<file path="src/rtl/dmem_arbiter_pkg.sv">
// Shared constants for the dmem arbiter: region nibbles, port ids, statistics selectors.
package dmem_arbiter_pkg;

  localparam logic [3:0] REGION_DMEM      = 4'b0001;
  localparam logic [3:0] REGION_DMEM_IMEM = 4'b0011;
  localparam logic [3:0] REGION_BIOS      = 4'b0100;
  localparam logic [3:0] REGION_IO        = 4'b1000;

  typedef enum logic {
    PORT_CPU = 1'b0,
    PORT_DMA = 1'b1
  } port_e;

  typedef enum logic [1:0] {
    STAT_CPU_GNT  = 2'd0,
    STAT_DMA_GNT  = 2'd1,
    STAT_CONFLICT = 2'd2,
    STAT_FORCED   = 2'd3
  } stat_sel_e;

endpackage

</file>
<file path="src/rtl/dmem_arbiter_stats.sv">
// Wrapping 32-bit arbitration event counters with a registered read-out mux.
module dmem_arb_stats
  import dmem_arbiter_pkg::*;
(
  input  logic        clk,
  input  logic        rst,
  input  logic        cpu_gnt,
  input  logic        dma_gnt,
  input  logic        conflict,
  input  logic        forced,
  input  logic [1:0]  stat_sel,
  output logic [31:0] stat_data
);

  logic [31:0] cpu_cnt_q, dma_cnt_q, conf_cnt_q, forced_cnt_q;
  logic [31:0] stat_d, stat_q;

  always_comb begin
    stat_d = '0;
    case (stat_sel_e'(stat_sel))
      STAT_CPU_GNT:  stat_d = cpu_cnt_q;
      STAT_DMA_GNT:  stat_d = dma_cnt_q;
      STAT_CONFLICT: stat_d = conf_cnt_q;
      STAT_FORCED:   stat_d = forced_cnt_q;
      default:       stat_d = '0;
    endcase
  end

  always_ff @(posedge clk) begin
    if (rst) begin
      cpu_cnt_q    <= '0;
      dma_cnt_q    <= '0;
      conf_cnt_q   <= '0;
      forced_cnt_q <= '0;
      stat_q       <= '0;
    end else begin
      cpu_cnt_q    <= cpu_cnt_q + 32'(cpu_gnt);
      dma_cnt_q    <= dma_cnt_q + 32'(dma_gnt);
      conf_cnt_q   <= conf_cnt_q + 32'(conflict);
      forced_cnt_q <= forced_cnt_q + 32'(forced);
      stat_q       <= stat_d;
    end
  end

  assign stat_data = stat_q;

endmodule

</file>
<file path="src/rtl/dmem_arbiter.sv">
// CPU/DMA arbiter in front of the single-port dmem BRAM, with DMA anti-starvation.
// Optional statistics counters built when DMEM_ARB_STATS_EN is defined.
module dmem_arbiter
  import dmem_arbiter_pkg::*;
#(
  parameter int ADDR_W     = 12,
  parameter int STARVE_MAX = 4
) (
  input  logic              clk,
  input  logic              rst,
  input  logic              cpu_req,
  input  logic [3:0]        cpu_we,
  input  logic [31:0]       cpu_addr,
  input  logic [31:0]       cpu_wdata,
  output logic              cpu_stall,
  output logic              cpu_rvalid,
  output logic [31:0]       cpu_rdata,
  input  logic              dma_req,
  input  logic [3:0]        dma_we,
  input  logic [31:0]       dma_addr,
  input  logic [31:0]       dma_wdata,
  output logic              dma_gnt,
  output logic              dma_rvalid,
  output logic [31:0]       dma_rdata,
  output logic              mem_en,
  output logic [3:0]        mem_we,
  output logic [ADDR_W-1:0] mem_addr,
  output logic [31:0]       mem_wdata,
  input  logic [31:0]       mem_rdata,
  input  logic [1:0]        stat_sel,
  output logic [31:0]       stat_data
);

  localparam int CW = $clog2(STARVE_MAX + 1);
  localparam logic [CW-1:0] SMAX = CW'(STARVE_MAX);

  logic [CW-1:0] starve_q, starve_d;
  logic          rd_pend_q, rd_pend_d;
  port_e         rd_owner_q, rd_owner_d;
  logic          both, forced, dma_win, cpu_gnt;

  always_comb begin
    both      = cpu_req & dma_req;
    forced    = both & (starve_q == SMAX);
    dma_win   = dma_req & (~cpu_req | forced);
    cpu_gnt   = ~rst & cpu_req & ~dma_win;
    dma_gnt   = ~rst & dma_win;
    cpu_stall = ~rst & cpu_req & ~cpu_gnt;

    mem_en    = cpu_gnt | dma_gnt;
    mem_we    = '0;
    mem_addr  = '0;
    mem_wdata = '0;
    if (dma_gnt) begin
      mem_we    = dma_we;
      mem_addr  = dma_addr[ADDR_W+1:2];
      mem_wdata = dma_wdata;
    end else if (cpu_gnt) begin
      mem_we    = cpu_we;
      mem_addr  = cpu_addr[ADDR_W+1:2];
      mem_wdata = cpu_wdata;
    end

    // Streak of lost conflict cycles; any DMA grant or DMA idle cycle breaks it.
    starve_d = starve_q;
    if (!dma_req || dma_gnt)
      starve_d = '0;
    else if (both && starve_q != SMAX)
      starve_d = starve_q + CW'(1);

    rd_pend_d  = mem_en & (mem_we == 4'b0000);
    rd_owner_d = dma_gnt ? PORT_DMA : PORT_CPU;
  end

  always_ff @(posedge clk) begin
    if (rst) begin
      starve_q   <= '0;
      rd_pend_q  <= 1'b0;
      rd_owner_q <= PORT_CPU;
    end else begin
      starve_q   <= starve_d;
      rd_pend_q  <= rd_pend_d;
      rd_owner_q <= rd_owner_d;
    end
  end

  // Gated by rst so a read in flight when reset rises is never reported.
  assign cpu_rvalid = ~rst & rd_pend_q & (rd_owner_q == PORT_CPU);
  assign dma_rvalid = ~rst & rd_pend_q & (rd_owner_q == PORT_DMA);
  assign cpu_rdata  = cpu_rvalid ? mem_rdata : '0;
  assign dma_rdata  = dma_rvalid ? mem_rdata : '0;

  logic unused_addr_bits;
  assign unused_addr_bits = ^{cpu_addr[31:ADDR_W+2], cpu_addr[1:0],
                              dma_addr[31:ADDR_W+2], dma_addr[1:0]};

`ifdef DMEM_ARB_STATS_EN
  dmem_arb_stats u_stats (
    .clk      (clk),
    .rst      (rst),
    .cpu_gnt  (cpu_gnt),
    .dma_gnt  (dma_gnt),
    .conflict (~rst & both),
    .forced   (~rst & forced),
    .stat_sel (stat_sel),
    .stat_data(stat_data)
  );
`else
  logic unused_stat_sel;
  assign unused_stat_sel = ^stat_sel;
  assign stat_data       = '0;
`endif

endmodule

</file>
<file path="config.mk">
export PLATFORM = sky130hd
export DESIGN_NAME = dmem_arbiter
export DESIGN_NICKNAME = d
export VERILOG_FILES = /design/src/rtl/dmem_arbiter_pkg.sv /design/src/rtl/dmem_arbiter_stats.sv /design/src/rtl/dmem_arbiter.sv
export SDC_FILE = /design/constraint.sdc
export NUM_CORES = 1
export LEC_CHECK = 0
export BUFFER_PORTS_ARGS = -buffer_cell sky130_fd_sc_hd__buf_2
export CAP_MARGIN = 40
export CORE_AREA = 2 2 126 128
export DETAILED_ROUTE_END_ITERATION = 8
export DIE_AREA = 0 0 128 130
export PLACE_DENSITY = 0.48
export SLEW_MARGIN = 10
export SYNTH_ARGS = -nofsm -noshare
export SYNTH_HDL_FRONTEND = slang
export SYNTH_SLANG_ARGS = --single-unit
</file>
<file path="constraint.sdc">
create_clock -name clk -period 2.1 [get_ports clk]
set_input_delay 0.21 -clock clk [delete_from_list [all_inputs] [get_ports clk]]
set_output_delay 0.21 -clock clk [all_outputs]
set_load 0.03 [all_outputs]
</file>
* Word-level counts from Yosys, hierarchy flattened
Cells that the tools add are included.
Storage, ports and cells: register bits 5, word-level logic and storage cells 38, output and inout bits 149, input bits 174
Cells by class: muxes and demuxes 9, bitwise logic cells 18, reduce and logical (&&, ||, !) cells 5, eq/ne operators 2, $add $sub $neg 1
Operators with widths (number):
- 32-bit 2-to-1 mux | 4
- 12-bit 2-to-1 mux | 2
- 1-bit AND | 11
- 4-bit 2-to-1 mux | 2
- 1-bit NOT | 5
- 4-bit logical NOT | 1
- 3-bit by 1-bit adder with 3-bit output (second input constant) | 1
- 3-bit == test (second input constant) | 1
- 3-bit != test (second input constant) | 1
- 1-bit OR | 2
- 2-bit OR reduction | 1
- 1-bit logical AND | 1
- 1-bit logical NOT | 1
- 1-bit logical OR | 1
- 1-bit 2-to-1 mux | 1

* Depth between registers and ports, before layout
Gate-level depths: netlist of run 1.
word-level depth 10, mapped depth 6, depth with buffers taken out 5

* Least setup slack after synthesis of run 1
No wires, ideal clock.
kind flip-flop to output port, start point register starve_q[0], end point output mem_wdata[21], cell stages (with the launch flop) 7, required time 1.890 ns, path buffers 2, path slack 0.298 ns, arrival time 1.592 ns, cells stage by stage dfxtp_1 inv_1 ha_1 a311oi_2 buf_2 buf_6 a22o_1
On the way: longest elaborated chain between the ends 8, elaborated cells on any way between the ends 9, classes of those cells eq/ne: 1; mux: 2; bitwise: 6
RTL lines:
- start, declared | line dmem_arbiter.sv:37 | logic [CW-1:0] starve_q, starve_d;
- start signal, assigned | line dmem_arbiter.sv:81 | starve_q <= starve_d;
- 3-bit == test (*) | line dmem_arbiter.sv:44 | forced = both & (starve_q == SMAX);
- 1-bit AND (*) | line dmem_arbiter.sv:44
- 1-bit OR (*) | line dmem_arbiter.sv:45 | dma_win = dma_req & (~cpu_req | forced);
- 1-bit AND (*) | line dmem_arbiter.sv:45
- 1-bit NOT | line dmem_arbiter.sv:46 | cpu_gnt = ~rst & cpu_req & ~dma_win;
- 1-bit AND | line dmem_arbiter.sv:46
- 32-bit 2-to-1 mux | line dmem_arbiter.sv:58 | end else if (cpu_gnt) begin
- 32-bit 2-to-1 mux (*) | line dmem_arbiter.sv:54 | if (dma_gnt) begin
- end, declared | line dmem_arbiter.sv:28 | output logic [31:0] mem_wdata,
Mark *: on every way between the ends. The rest lies on a longest branch, timed or not.

* Worst setup path in the final report of run 1
start point register starve_q[0], end point output mem_wdata[30]
The elaborated chain is that of the path after synthesis.

==> results of run 1 <==
==> cell families (layout without fill, tap and decap cells) <==
family | after synthesis | after routing | synth area share
flops | 5 | 5 | 0.0709
mux | 1 | 1 | 0.00709
compound gates | 52 | 52 | 0.322
other cells | 1 | 32 | 0.00265
buf+inv | 53 | 267 | 0.236
fa+ha+maj | 2 | 2 | 0.0177
simple gates | 78 | 78 | 0.344
==> layout make-up <==
cell class | count | area (µm²) | area share
Multi-Input combinational cell | 165 | 1120 | 0.370
Tap cell | 192 | 240 | 0.0789
Timing Repair Buffer | 258 | 1480 | 0.486
Sequential cell | 5 | 101 | 0.0333
Inverter | 5 | 18.8 | 0.00617
Clock buffer | 4 | 78.8 | 0.0259
==> Yosys cell counts <==
library cell and number:
inv_1 4, nor3b_1 3, and2_1 64, a311oi_2 1, buf_2 6, conb_1 1
or2_2 2, a221oi_1 1, clkbuf_1 9, dfxtp_1 5, a22o_1 48, and3b_1 1
or4_1 2, buf_6 1, nand2b_1 1, inv_2 1, buf_4 32, mux2i_1 1
nor3_1 1, a21oi_1 2, ha_1 2, nor2_1 3, nand2_1 1
==> sequential cells by signal, summed over array words and instances, names as in the netlist <==
register and cells:
starve_q 3, rd_owner_q 1, rd_pend_q 1
==> worst paths after layout <==
path / from / end / slack, ns / cells past startpoint
worst max-delay path: starve_q[0]$_SDFFE_PP0P_ / mem_wdata[30] / 0.07 / 7
worst min-delay path: cpu_req / rd_owner_q$_SDFF_PP0_ / 0.26 / 2
worst max register to register: starve_q[0]$_SDFFE_PP0P_ / rd_pend_q$_SDFF_PP0_ / 0.59 / 6
worst min register to register: starve_q[0]$_SDFFE_PP0P_ / starve_q[0]$_SDFFE_PP0P_ / 0.42 / 1
==> per-layer routing <==
| layer | track usage | up-vias | routed length [µm] |
|---|---|---|---|
| met5 | 0 | - | 0 |
| met4 | 0.00582 | 0 | 0 |
| met3 | 0.0148 | 0 | 633 |
| met1 | 0.0844 | 952 | 2870 |
| met2 | 0.145 | 150 | 4180 |
| li1 | - | 1102 | - |
==> critical path: cells and delay by family, from the launching register on <==
kind	cells	cell delay, ns
buffers and inverters	4	0.57
adders and majority gates	1	0.20
DFF	1	0.33
AOI/OAI and AO/OA	2	0.49
==> through the flow <==
stage / instances / total power [µW] / instance area [µm²] / util
after floorplan: 223 / 504 / 1530 / -
after global placement: 620 / 697 / 2790 / 0.181
after detailed placement: 620 / 696 / 2790 / 0.181
after CTS: 626 / 1040 / 2920 / 0.189
after global routing: 629 / 1110 / 3040 / 0.197
final: 629 / 1050 / 3040 / 0.197
==> report_power, final <==
part	switching (µW)	internal, µW	leakage (µW)	total, µW
clock	64.4	252	0.0000382	316
combinational	395	241	0.00176	637
sequential	1.75	99.0	0.0000413	101
==> repair_timing <==
action                                  in CTS  in global routing
pin swaps                                    1                  2
endpoints found under the setup margin      14                 25
cloned                                       1                  2
resized for setup                            9                 31
endpoints found under the hold margin        0                  0
buffers inserted                             1                  1
==> flow_summary_export.csv, run 1 <==
group,metric,value,unit
global_routing,grt_pass1_vias,1858,
power_and_ir_drop,vdd_drop_max,248,µV
global_routing,grt_use_total,0.0734,
setup_path,endpoint_kind,"output port",
cts,hold_buffers,0,
power_and_ir_drop,leakage,0.00184,µW
routing,wl,7680,µm
logic_synthesis,synth.top_cell.area_share,0.298,
cts,clk_latency,0.23,ns
die,core_area,15400,µm²
finish,final_common_cell,"buf_2",
logic_synthesis,synth_seq_cells,5,
global_routing,grt_max_degree,51,
sta,fin_worst_skew,0.000510,ns
die,rows,46,
min_path,hp-class,"input port to flop",
logic_synthesis,yosys_warnings,0,
routing,viasPerCell,3.50,
logic_synthesis,synth.yosys.seq_area_share,0.0709,
sta,rsz0062_at_grt,"false",
routing,ant_nets,0,
finish,final.fill_count,1757,
sta,finalHoldViolCount,0,
sta,setup_slack,0.0701,ns
setup_path,critical-path-max-stage-delay,0.34,ns
sta,min_period,2.03,ns
cts,clk_pin_slew,0.03,ns
setup_path,crit_type,"flop to output port",
placement,place.port_buffers,248,
cts,clockBufferDepth,2,
finish,area_delta_synth_final,116,%
cts,cts_inserted_buffers,3,
finish,layout_common_cells,"buf_2, and2_1, a22o_1",
setup_path,worstSetupStartpointType,"flop",
global_routing,grt_pass1_wl,9530,µm
logic_synthesis,yosysUniqueCellTypes,23,
die,die_y,130,µm
finish,n_antenna_cell,0,
sta,setup_tns,0,ns
setup_path,crit_chain,"inv_1 > ha_2 > a311oi_4 > buf_6 > clkbuf_16 > a22o_1 > clkbuf_4",
die,dieArea,16600,µm²
finish,nets,614,
logic_synthesis,synthCells,192,
status,run_status,"finished clean",
sta,setup_viol,0,
logic_synthesis,synth_area,1410,µm²
finish,layout-drive-gt1-share,0.616,
cts,cts.sinks,5,
placement,pre_cts_slack,0.222,ns
setup_path,path_max_fanout,12,
die,start_util,0.0916,
routing,dr.pass1.iters,4,
sta,hold_ws,0.259,ns
sta,slew_violations,0,
sta,max_freq,0.493,GHz
global_routing,antenna_found_initial,0,
die,die_w,128,µm
routing,dr.first_iter.drc_count,35,
die,num_io_pins,323,
sta,fin_crit_sh,0.967,
setup_path,required,1.89,ns
logic_synthesis,syn_avg_cell_area,7.36,µm²
setup_path,crit_slowest_cell,"a311oi_4",
placement,place.gp.congestion,0.784,
cts,clockRootBuffer,"clkbuf_16",
power_and_ir_drop,power_density,346,nW/µm²
setup_path,crit_arrival,1.82,ns
routing,drc,0,
routing,wl_per_cell,12.2,µm
logic_synthesis,synth_area_leader_cell,"a22o_1",
routing,num_vias,2204,
global_routing,grt_overflow_total,0,
logic_synthesis,yosys-top-cells-area,"a22o_1, and2_1, buf_4, dfxtp_1, clkbuf_1",
placement,dp_hpwl,6180,µm
cts,h-tree-depth,1,
run,cap_violations,0,
cts,cts_tree,"done",
Note: power is estimated with default switching activity, not from simulation.
==> inputs of run 2 (changes only) <==
==> constraint.sdc (replaced) <==
create_clock -name clk -period 2.1 [get_ports clk]
set_input_delay 0.21 -clock clk [delete_from_list [all_inputs] [get_ports clk]]
set_output_delay 0.21 -clock clk [all_outputs]
set_load 0.05 [all_outputs]
==> run 2 against run 1 <==
Compared with the run above: sequential share of layout area shrank 0.24 points; combinational power grew 37%; register-to-register slack gained 0.04 ns; hold slack gained 0.011 ns; clock skew grew 0.0022 ns; first-iteration DRC count grew 40%; clock-buffer cell count is the same; non-clock buffer count is the same; worst setup slack gained 0.027 ns; total power grew 23%; critical path type unchanged; largest power group unchanged.
==> flow_summary_export.csv, run 2 (same netlist as run 1, synthesis figures left out) <==
group,metric,value,unit
finish,layout_common_cells,"buf_2, and2_1, a22o_1",
sta,min_period,2.00,ns
run,cap_violations,0,
finish,layout.cells.non_filler,630,
routing,wl,7900,µm
cts,cts_tree,"done",
sta,slew_violations,0,
global_routing,grt_pass1_wl,9540,µm
die,rows,46,
global_routing,grtUsageMet3,0.0176,
routing,ant_nets,0,
setup_path,worstSetupStartpointType,"flop",
finish,largest_register_ffs,3,
die,dieArea,16600,µm²
finish,nets,614,
sta,fin_crit_sh,0.954,
cts,h-tree-depth,1,
setup_path,timing.rr.end,"rd_pend_q$_SDFF_PP0_",
cts,hold_buffers,0,
die,core_area,15400,µm²
setup_path,endpoint_kind,"output port",
cts,clk_pin_slew,0.03,ns
finish,regMostFlops,"starve_q",
min_path,hp-start,"cpu_req",
placement,dp.cells,619,
sta,setup_viol,0,
cts,clockBufferDepth,2,
global_routing,grt_use_total,0.0740,
placement,placed_area,2840,µm²
global_routing,antenna_found_initial,1,
min_path,hp-class,"input port to flop",
routing,viasPerCell,3.52,
setup_path,required,1.89,ns
power_and_ir_drop,leakage,0.00191,µW
sta,fin_worst_skew,0.00272,ns
routing,dr.first_iter.drc_count,49,
min_path,holdPathEnd,"rd_owner_q$_SDFF_PP0_",
finish,fin_area,3280,µm²
setup_path,r2r_slack,0.63,ns
setup_path,crit_chain,"inv_1 > ha_4 > a311oi_4 > buf_6 > clkbuf_16 > a22o_1 > buf_4",
routing,drc,0,
global_routing,grt_pass1_vias,1834,
placement,place.port_buffers,248,
setup_path,path_max_fanout,12,
status,run_status,"finished clean",
finish,final.fill_count,1734,
setup_path,cp_num_buf_inv,4,
global_routing,grt_overflow_total,0,
global_routing,grt_max_degree,51,
die,start_util,0.0916,
finish,final_common_cell,"buf_2",
routing,wl_per_cell,12.5,µm
setup_path,path_delay_family,"buffers and inverters",
finish,area_delta_synth_final,132,%
setup_path,critical-path-max-stage-delay,0.33,ns
setup_path,r2r_start,"starve_q[0]$_SDFFE_PP0P_",
setup_path,ff2ff_path_depth,6,
global_routing,grt-busiest-layer,"met2",
sta,max_freq,0.499,GHz
die,num_io_pins,323,
cts,cts_inserted_buffers,3,
placement,dp_hpwl,6140,µm
power_and_ir_drop,power_density,394,nW/µm²
setup_path,crit_arrival,1.79,ns
global_routing,grt_use_met1,0.0816,
setup_path,crit_slowest_cell,"dfxtp_2",
cts,clockRootBuffer,"clkbuf_16",
sta,setup_tns,0,ns
routing,num_vias,2217,
die,die_y,130,µm
die,die_w,128,µm
placement,place.gp.congestion,0.787,
sta,finalHoldViolCount,0,
min_path,whs_path_depth,2,
finish,reg_top3,"starve_q x3, rd_owner_q x1, rd_pend_q x1",
cts,clk_latency,0.23,ns
power_and_ir_drop,vdd_drop_max,233,µV
global_routing,grt_use_met2,0.146,
routing,dr.pass1.iters,4,
setup_path,crit_type,"flop to output port",
finish,layout-drive-gt1-share,0.627,
cts,cts.sinks,5,
==> run 2: cell types whose count changed in the layout (fill, tap and decap cells not counted), sizes merged <==
| cell | before | now |
|---|---|---|
| clkbuf | 19 | 7 |
| buf | 243 | 255 |
| diode | 0 | 1 |
==> run 2: routing by layer <==
metal / part of all wire / vias to the layer above / routed length [µm]
met5: 0 / - / 0
met4: 0.0039 / 0 / 31
met3: 0.078 / 5 / 614
met2: 0.55 / 153 / 4320
met1: 0.37 / 958 / 2940
li1: - / 1101 / -
==> run 2: worst max-delay path by stage <==
stage | startpoint | end | slack (ns) | cells after the start
after global placement | starve_q[0]$_SDFFE_PP0P_ | mem_addr[2] | 0.16 | 6
after CTS | starve_q[0]$_SDFFE_PP0P_ | mem_wdata[7] | -0.0004 | 7
final | starve_q[0]$_SDFFE_PP0P_ | mem_wdata[9] | 0.1 | 7
after global routing | starve_q[0]$_SDFFE_PP0P_ | mem_addr[5] | -0.009 | 7
after floorplan | rd_pend_q$_SDFF_PP0_ | cpu_rdata[22] | 0.10 | 3
after detailed placement | starve_q[0]$_SDFFE_PP0P_ | mem_addr[2] | 0.16 | 6
==> run 2: area by class of cell <==
class	instances	area [µm²]	area share
repair buffers	258	1670	0.508
multi-input cells	165	1170	0.357
well taps	192	240	0.0732
flip-flops and latches	5	101	0.0309
clock buffers	4	78.8	0.0240
inverters	5	18.8	0.00572
diodes	1	2.50	0.000763
==> run 2: power breakdown <==
group / switching, µW / internal, µW / total, µW
combinational: 583 / 293 / 875
sequential: 1.59 / 99.0 / 101
clock: 63.5 / 252 / 315
==> run 2: stage by stage <==
step | total power (µW) | utilization | setup slack (ns) | hold WS [ns]
floorplan | 678 | - | 0.102 | 0.302
global placement | 887 | 0.184 | 0.157 | 0.443
detailed placement | 887 | 0.184 | 0.159 | 0.446
CTS | 1260 | 0.200 | -0.000409 | 0.263
global route | 1350 | 0.213 | -0.00948 | 0.279
finish | 1290 | 0.213 | 0.0974 | 0.270
==> run 2: what timing repair did <==
| action | in CTS | in global routing |
|---|---|---|
| resized for setup | 47 | 28 |
| setup endpoints to repair | 46 | 48 |
| setup buffers | 2 | 0 |
| gates cloned | 1 | 3 |
| pin swaps | 1 | 4 |
| hold endpoints to repair | 0 | 0 |
==> inputs of run 3 (changes only) <==
--- a/config.mk
+++ b/config.mk
@@ -10,8 +10,10 @@
 export CORE_AREA = 2 2 126 128
 export DETAILED_ROUTE_END_ITERATION = 8
 export DIE_AREA = 0 0 128 130
+export MAX_ROUTING_LAYER = met4
 export PLACE_DENSITY = 0.48
 export SLEW_MARGIN = 10
 export SYNTH_ARGS = -nofsm -noshare
 export SYNTH_HDL_FRONTEND = slang
+export SYNTH_HIERARCHICAL = 1
 export SYNTH_SLANG_ARGS = --single-unit
==> run 3 against run 2 <==
Compared with the run above: via count increased by 0.36%; final cell count did not move; first-iteration DRC count rose by 20%; combinational power is essentially flat; clock-buffer cell count is the same; critical path depth unchanged; critical endpoint unchanged; highest routed layer unchanged.
==> flow_summary_export.csv, run 3 <==
group,metric,value,unit
logic_synthesis,synth_seq_cells,5,
setup_path,required,1.89,ns
min_path,hp-start,"cpu_req",
logic_synthesis,synth-main-ff-cell,"dfxtp_1",
sta,fin_crit_sh,0.955,
logic_synthesis,synth.top_cell.area_share,0.298,
logic_synthesis,synth_most_common_cell,"and2_1",
global_routing,grt_use_total,0.0762,
setup_path,critical_path.startpoint,"starve_q[0]$_SDFFE_PP0P_",
setup_path,r2r_start,"starve_q[0]$_SDFFE_PP0P_",
cts,cts.sinks,5,
sta,hold_ws,0.273,ns
min_path,hp-class,"input port to flop",
routing,dr.pass1.iters,4,
global_routing,grt_overflow_total,0,
setup_path,path_max_fanout,12,
finish,final_common_cell,"buf_2",
routing,wl_per_cell,12.6,µm
die,start_util,0.0916,
logic_synthesis,yosys_warnings,6,
finish,area_delta_synth_final,132,%
power_and_ir_drop,vdd_drop_max,233,µV
placement,pre_cts_slack,0.159,ns
cts,cts_inserted_buffers,3,
logic_synthesis,yosysUniqueCellTypes,23,
logic_synthesis,synth.yosys.seq_area_share,0.0709,
global_routing,grt_pass1_vias,1832,
die,rows,46,
cts,cts_tree,"done",
global_routing,grt_max_degree,51,
finish,layout-drive-gt1-share,0.627,
routing,drc,0,
sta,slew_violations,0,
placement,place.port_buffers,248,
setup_path,endpoint_kind,"output port",
global_routing,antenna_found_initial,1,
setup_path,r2r_slack,0.63,ns
routing,dr.first_iter.drc_count,59,
die,die_w,128,µm
finish,regMostFlops,"starve_q",
logic_synthesis,synth_area_leader_cell,"a22o_1",
routing,num_vias,2225,
power_and_ir_drop,power_density,394,nW/µm²
finish,fin_util,0.213,
die,dieArea,16600,µm²
die,die_y,130,µm
setup_path,endpoint,"mem_wdata[9]",
setup_path,crit_arrival,1.79,ns
logic_synthesis,synth_area,1410,µm²
placement,place.gp.congestion,0.798,
cts,hold_buffers,0,
finish,largest_register_ffs,3,
cts,clockBufferDepth,2,
cts,h-tree-depth,1,
logic_synthesis,async_flop_share,0,
status,run_status,"finished clean",
die,num_io_pins,323,
logic_synthesis,synth_common_cells,"and2_1, a22o_1, buf_4, clkbuf_1, buf_2",
routing,viasPerCell,3.53,
finish,reg_top3,"starve_q x3, rd_owner_q x1, rd_pend_q x1",
sta,setup_slack,0.0955,ns
sta,min_period,2.00,ns
logic_synthesis,yosys-top-cells-area,"a22o_1, and2_1, buf_4, dfxtp_1, clkbuf_1",
setup_path,timing.rr.end,"rd_pend_q$_SDFF_PP0_",
sta,finalHoldViolCount,0,
placement,dp_hpwl,6140,µm
setup_path,crit_type,"flop to output port",
logic_synthesis,synthCells,192,
finish,layout_common_cells,"buf_2, and2_1, a22o_1",
global_routing,grt_pass1_wl,9540,µm
logic_synthesis,synth_edf_count,0,
setup_path,worstSetupStartpointType,"flop",
setup_path,ff2ff_path_depth,6,
finish,nets,614,
cts,clk_pin_slew,0.03,ns
logic_synthesis,syn_avg_cell_area,7.36,µm²
routing,ant_nets,0,
cts,clk_latency,0.23,ns
routing,wl,7910,µm
cts,clockRootBuffer,"clkbuf_16",
power_and_ir_drop,leakage,0.00191,µW
sta,setup_viol,0,
sta,max_freq,0.499,GHz
sta,fin_worst_skew,0.00268,ns
die,core_area,15400,µm²
run,cap_violations,0,
==> run 3: cell counts in the layout (fill, tap and decap cells not counted) <==
No cell type changed its count.
==> run 3: layer usage <==
layer | global-route usage | routed length [µm] | vias up
li1 | - | - | 1100
met1 | 0.0831 | 2890 | 967
met2 | 0.145 | 4320 | 153
met3 | 0.0156 | 667 | 5
met4 | 0.0116 | 31 | 0
met5 | - | 0 | -
==> run 3: timing repair <==
item / 4_1_cts / 5_1_grt
gates cloned: 1 / 3
pin swaps: 1 / 4
gates resized for setup: 47 / 28
endpoints found under the setup margin: 46 / 48
setup buffers: 2 / 0
==> run 3: area by class of cell <==
class | instances | area [µm²]
antenna | 1 | 2.50
clock buffer | 4 | 78.8
fill | 1735 | 12100
inverter | 5 | 18.8
multi-input combinational | 165 | 1170
sequential | 5 | 101
tap | 192 | 240
timing repair buffer | 258 | 1670
==> run 3: logic make-up (layout without fill, tap and decap cells) <==
family                     count (synthesis)  in the layout  share of synthesized area
buffers and inverters                     53            267                      0.236
adders and majority gates                  2              2                     0.0177
AOI/OAI and AO/OA                         52             52                      0.322
other                                      1             33                    0.00265
and+or+nand+nor                           78             78                      0.344
DFF                                        5              5                     0.0709
muxes                                      1              1                    0.00709
==> run 3: where the power goes <==
part           switching [µW]  internal [µW]  leakage, µW  total [µW]
registers                1.66           99.0    0.0000413         101
logic                     583            293      0.00183         876
clock network            63.6            252    0.0000382         315
==> run 3: stage by stage <==
step	area, µm²	power (µW)	TNS (ns)	instances
final	3280	1290	0	630
after global routing	3280	1350	-0.0545	630
after CTS	3080	1260	-0.000460	626
after detailed placement	2840	887	0	619
after global placement	2840	887	0	619
after floorplan	1530	678	0	223
==> run 3: worst min path at each step <==
stage	depth (start not counted)	endpoint	slack [ns]
floorplan	1	rd_owner_q$_SDFF_PP0_	0.30
global placement	1	starve_q[0]$_SDFFE_PP0P_	0.44
detailed placement	1	starve_q[0]$_SDFFE_PP0P_	0.45
CTS	2	rd_owner_q$_SDFF_PP0_	0.26
global route	2	rd_owner_q$_SDFF_PP0_	0.28
finish	2	rd_owner_q$_SDFF_PP0_	0.27
==> run 3: worst max-delay path: stages, from the launching register on <==
cell and delay [ns]:
dfxtp_2 0.33, inv_1 0.06, ha_4 0.17, a311oi_4 0.33, buf_6 0.18, clkbuf_16 0.17, a22o_1 0.13, buf_4 0.19
